<file path="src/rtl/accum_alu_stack.sv">
// Push-button accumulator ALU with carry/zero flags, optional saturation
// and a bounded undo history.
module accum_alu_stack #(
  parameter int ACC_W = 8,
  parameter int IN_W  = 3,
  parameter int DEPTH = 4,
  parameter int SAT   = 0,
  localparam int CW   = $clog2(DEPTH + 1)
) (
  input  logic             clock,
  input  logic             reset,
  input  logic             en,
  input  logic             undo,
  input  logic [IN_W-1:0]  in,
  input  logic [2:0]       op,
  output logic [ACC_W-1:0] out,
  output logic             carry,
  output logic             zero,
  output logic [CW-1:0]    hist_cnt
);

  logic             r_en_q;
  logic             r_undo_q;
  logic [ACC_W-1:0] r_out;
  logic             r_carry;
  logic [CW-1:0]    r_cnt;
  logic [ACC_W-1:0] r_hist [DEPTH];

  logic             w_commit;
  logic             w_undo;
  logic [ACC_W-1:0] w_b;
  logic [ACC_W:0]   w_sum;
  logic [ACC_W:0]   w_dif;
  logic [ACC_W-1:0] w_res;
  logic             w_cy;
  logic             w_has;
  logic             w_full;

  assign w_commit = en & ~r_en_q;
  assign w_undo   = undo & ~r_undo_q;
  assign w_b      = ACC_W'(in);
  assign w_sum    = {1'b0, r_out} + {1'b0, w_b};
  assign w_dif    = {1'b0, r_out} - {1'b0, w_b};
  assign w_has    = (r_cnt != '0);
  assign w_full   = (r_cnt == CW'(DEPTH));

  always_comb begin
    w_res = r_out;
    w_cy  = 1'b0;
    unique case (op)
      3'b000: begin
        w_cy  = w_sum[ACC_W];
        w_res = w_sum[ACC_W-1:0];
        if (SAT != 0 && w_cy) w_res = '1;
      end
      3'b001: begin
        w_cy  = w_dif[ACC_W];
        w_res = w_dif[ACC_W-1:0];
        if (SAT != 0 && w_cy) w_res = '0;
      end
      3'b010: w_res = r_out ^ w_b;
      // Shifts of ACC_W or more naturally clear the result.
      3'b011: w_res = r_out << in;
      3'b100: w_res = r_out >> in;
      3'b101: w_res = r_out & w_b;
      3'b110: w_res = r_out | w_b;
      3'b111: w_res = w_b;
      default: w_res = r_out;
    endcase
  end

  always_ff @(posedge clock or posedge reset) begin
    if (reset) begin
      r_en_q   <= 1'b0;
      r_undo_q <= 1'b0;
      r_out    <= '0;
      r_carry  <= 1'b0;
      r_cnt    <= '0;
    end else begin
      r_en_q   <= en;
      r_undo_q <= undo;
      if (w_undo) begin
        if (w_has) begin
          r_out   <= r_hist[0];
          r_cnt   <= r_cnt - 1'b1;
          r_carry <= 1'b0;
        end
      end else if (w_commit) begin
        r_out   <= w_res;
        r_carry <= w_cy;
        if (!w_full) r_cnt <= r_cnt + 1'b1;
      end
    end
  end

  // Entry 0 is the newest; a push past DEPTH falls off the far end.
  always_ff @(posedge clock) begin
    if (w_undo) begin
      if (w_has) begin
        for (int i = 0; i < DEPTH - 1; i++) r_hist[i] <= r_hist[i+1];
      end
    end else if (w_commit) begin
      r_hist[0] <= r_out;
      for (int i = 1; i < DEPTH; i++) r_hist[i] <= r_hist[i-1];
    end
  end

  assign out      = r_out;
  assign carry    = r_carry;
  assign zero     = (r_out == '0);
  assign hist_cnt = r_cnt;

endmodule

</file>
<file path="config.mk">
export PLATFORM = sky130hd
export DESIGN_NAME = accum_alu_stack
export DESIGN_NICKNAME = d
export VERILOG_FILES = /design/src/rtl/accum_alu_stack.sv
export SDC_FILE = /design/constraint.sdc
export NUM_CORES = 1
export LEC_CHECK = 0
export CORE_ASPECT_RATIO = 0.75
export CORE_MARGIN = 5
export CORE_UTILIZATION = 50
export CTS_BUF_LIST = sky130_fd_sc_hd__clkbuf_16
export DETAILED_ROUTE_END_ITERATION = 10
export PLACE_DENSITY = 0.76
export RECOVER_POWER = 50
export SETUP_SLACK_MARGIN = 0.05
export SYNTH_ARGS = -nofsm -noshare
export SYNTH_HDL_FRONTEND = slang
export SYNTH_SLANG_ARGS = --single-unit
</file>
<file path="constraint.sdc">
create_clock -name clock -period 2.1 [get_ports clock]
set_input_delay 0.525 -clock clock [delete_from_list [all_inputs] [get_ports clock]]
set_output_delay 0.525 -clock clock [all_outputs]
set_load 0.02 [all_outputs]
</file>
==> results.cfg <==
[setup_path]
r2r_slack_ns = -0.07
path_delay_family = adder cells
rr_startpoint = out[0]$_DFFE_PP0P_
rr_worst_depth = 10
crit_path_top_delay_cell = dfrtp_2
cpMostUsedCell = buf_4
cp_cell_sequence = buf_4, buf_6, ha_4, fa_2, a21oi_4, buf_4, nand2b_4, xnor2_2, nor3_2, nor4_1
path_max_fanout = 3
worstSetupEndpointType = flip-flop
startpoint_type = flip-flop
path_buf_inv = 3
slowest_delay_ns = 0.43
critPathKind = flip-flop to flip-flop
arrival_ns = 2.37
rr_endpoint = out[4]$_DFFE_PP0P_
required_ns = 2.29

[synth]
yosys-top-cells-count = nand2_1, edfxtp_1, a21oi_1
netlist.area_leader.share_pct = 30.0
synthArstFlopShare_pct = 30.4
synth_edf_count = 32
yosysTopAreaCell = edfxtp_1
syn_nets = 368
yosysSeqAreaShare_pct = 40.9
ys_warn_count = 0
syn_area_per_cell_um2 = 9.29
synth_most_common_cell = nand2_1
netlist_top_cells_area = edfxtp_1, dfrtp_1, nand2_1
synth.distinct_cells = 58
synth_seq_cells = 46
synthFlopType = edfxtp_1
synth_area_um2 = 3210
synthCells = 345

[global_route]
grt_max_degree = 33
overflow = 0
grt_util_all_layers_pct = 24.1
antenna_found_initial = 0
grt_pass1_wl_mm = 15.0
grt_pass1_vias = 3071

[sta]
timing.final.crit_period_ns = 2.17
hold_violations = 0
setup_viol = 3
fin_skew_ns = 0.00217
rsz0062_at_grt = yes
timing.fmax_mhz = 460
slew_headroom_pct = 60.2
whs_ns = 0.452
fin_ws_ns = -0.0729
worst_pin_slew_ns = 0.597
period_share_pct = 103
slew_violations = 0

[floorplanning]
coreArea_um2 = 6260
num_rows = 25
initial_core_util_pct = 51.2
die_x_um = 102
die_area_um2 = 8130
die_h_um = 79.3
pin_count = 23

[layout]
synthToLayoutAreaGrowth_pct = 33.9
drive_gt1_share_pct = 32.8
stdcell_area_um2 = 4290
final_core_util_pct = 68.6
fin_nets = 443
num_antenna_cells = 0

[power]
leakage_nw = 1.77
power_mw = 3.68
powerDensity_nw_per_um2 = 858
vdd_ir_drop_max_uv = 393

[clock_tree]
root_buffer = clkbuf_16
cts_buffers = 5
cts.htree.levels = 2
clkLatencyLatePin_ns = 0.29
clk_path_buf_depth = 2
clock_sinks = 46
cts_tree = yes
path_clk_slew_ns = 0.06

[placement]
dp_hpwl_mm = 6.65
io_buffers = 22
globalplace.congestion = 1.01
place_area_um2 = 3940

[routing]
vias = 3132
drc_errors = 0
avgViaCountPerCell = 6.24
wirelength_mm = 9.62
drt_iter0_markers = 271
antenna_left = 0
routedWlPerCell_um = 19.2
dr.pass1.iters = 5

[flow_run]
drv_cap = 0

[hold_path]
min_path_cells = 0
worstHoldStart = r_hist[2][1]$_DFFE_PP_
holdPathEnd = r_hist[3][1]$_DFFE_PP_
hold_class = flip-flop to flip-flop

[outcome]
violations = setup timing
status = finished with violations
## cells by family after synthesis
family | after synthesis | share of synthesized area [%]
multiplexers | 17 | 9.29
XOR/XNOR | 6 | 1.64
AO/OA/AOI/OAI | 72 | 14.7
buffers and inverters | 41 | 5.58
flip-flops | 46 | 40.9
AND/OR/NAND/NOR | 150 | 22.1
adder cells (fa/ha/maj) | 13 | 5.78
## layout make-up
cell class / count / area [µm²]
inverters: 16 / 65.1
multi-input cells: 258 / 1890
clock buffers: 5 / 125
well taps: 81 / 101
flip-flops and latches: 46 / 1320
repair buffers: 93 / 769
fillers: 490 / 1960
clock inverters: 3 / 21.3
## repair_timing
action | 4_1_cts | 5_1_grt
hold buffers | 0 | 0
buffers inserted | 6 | 2
pin swaps | 10 | 9
setup endpoints to repair | 12 | 12
gates resized for setup | 36 | 20
## worst reg2reg max path, stage by stage (launching register included)
cell      delay (ns)
dfrtp_2         0.43
buf_4           0.15
buf_6           0.12
ha_4            0.15
fa_2            0.39
a21oi_4         0.18
buf_4           0.14
nand2b_4        0.12
xnor2_2         0.12
nor3_2          0.06
nor4_1          0.23
## per-stage QoR
stage                     setup WS [ns]  setup TNS (ns)  instances
after CTS                       -0.0603         -0.0603        500
after global placement           -0.668           -9.36        486
after floorplan                -0.00176        -0.00176        345
final                           -0.0729          -0.180        502
after detailed placement         -0.752          -10.46        486
after global routing             -0.155          -0.621        502
## placed cells by master, fill, tap and decap left out, types with 4 or more instances in the layout
cell and n:
nand2_1 88, buf_4 60, edfxtp_1 32, o21ai_0 15, a21oi_1 15, inv_1 10, mux4_2 10, nand3_1 10
dfrtp_1 10, clkdlybuf4s50_1 10, nor3_1 7, a21oi_2 5, mux2i_1 5, nor2_1 5, clkbuf_16 5, dlygate4sd2_1 5
buf_6 5, o22ai_1 4, o21ai_1 4, inv_2 4, nand2b_1 4, or3_1 4, and3_1 4, ha_4 4
ha_1 4, dfrtp_2 4
## power breakdown
group / internal, mW / switching (mW)
clock: 0.441 / 0.345
sequential: 1.14 / 0.136
combinational: 0.757 / 0.869
## layer usage
metal | wire length (µm) | GRT usage [%]
met3 | 899 | 5.09
met5 | 0 | 0
met4 | 443 | 12.2
met2 | 4370 | 36.1
met1 | 3910 | 32.8
## worst max-delay path by stage
stage                        from            endpoint  slack (ns)  cells after the start
2_1_floorplan  out[0]$_DFFE_PP0P_  out[6]$_DFFE_PP0P_      -0.002                      8
3_3_place_gp                in[0]  out[1]$_DFFE_PP0P_       -0.67                      8
3_5_place_dp                in[0]  out[1]$_DFFE_PP0P_       -0.75                      8
4_1_cts        out[0]$_DFFE_PP0P_  out[1]$_DFFE_PP0P_       -0.06                      8
5_1_grt        out[0]$_DFFE_PP0P_  out[4]$_DFFE_PP0P_       -0.16                     10
6_report       out[0]$_DFFE_PP0P_  out[4]$_DFFE_PP0P_       -0.07                     10
## flip-flops by register name, indices dropped and copies added, names as in the netlist
name and cells:
out 8, carry 1, r_en_q 1, r_hist 32, r_undo_q 1, hist_cnt 3
(Power assumes the default switching activity.)
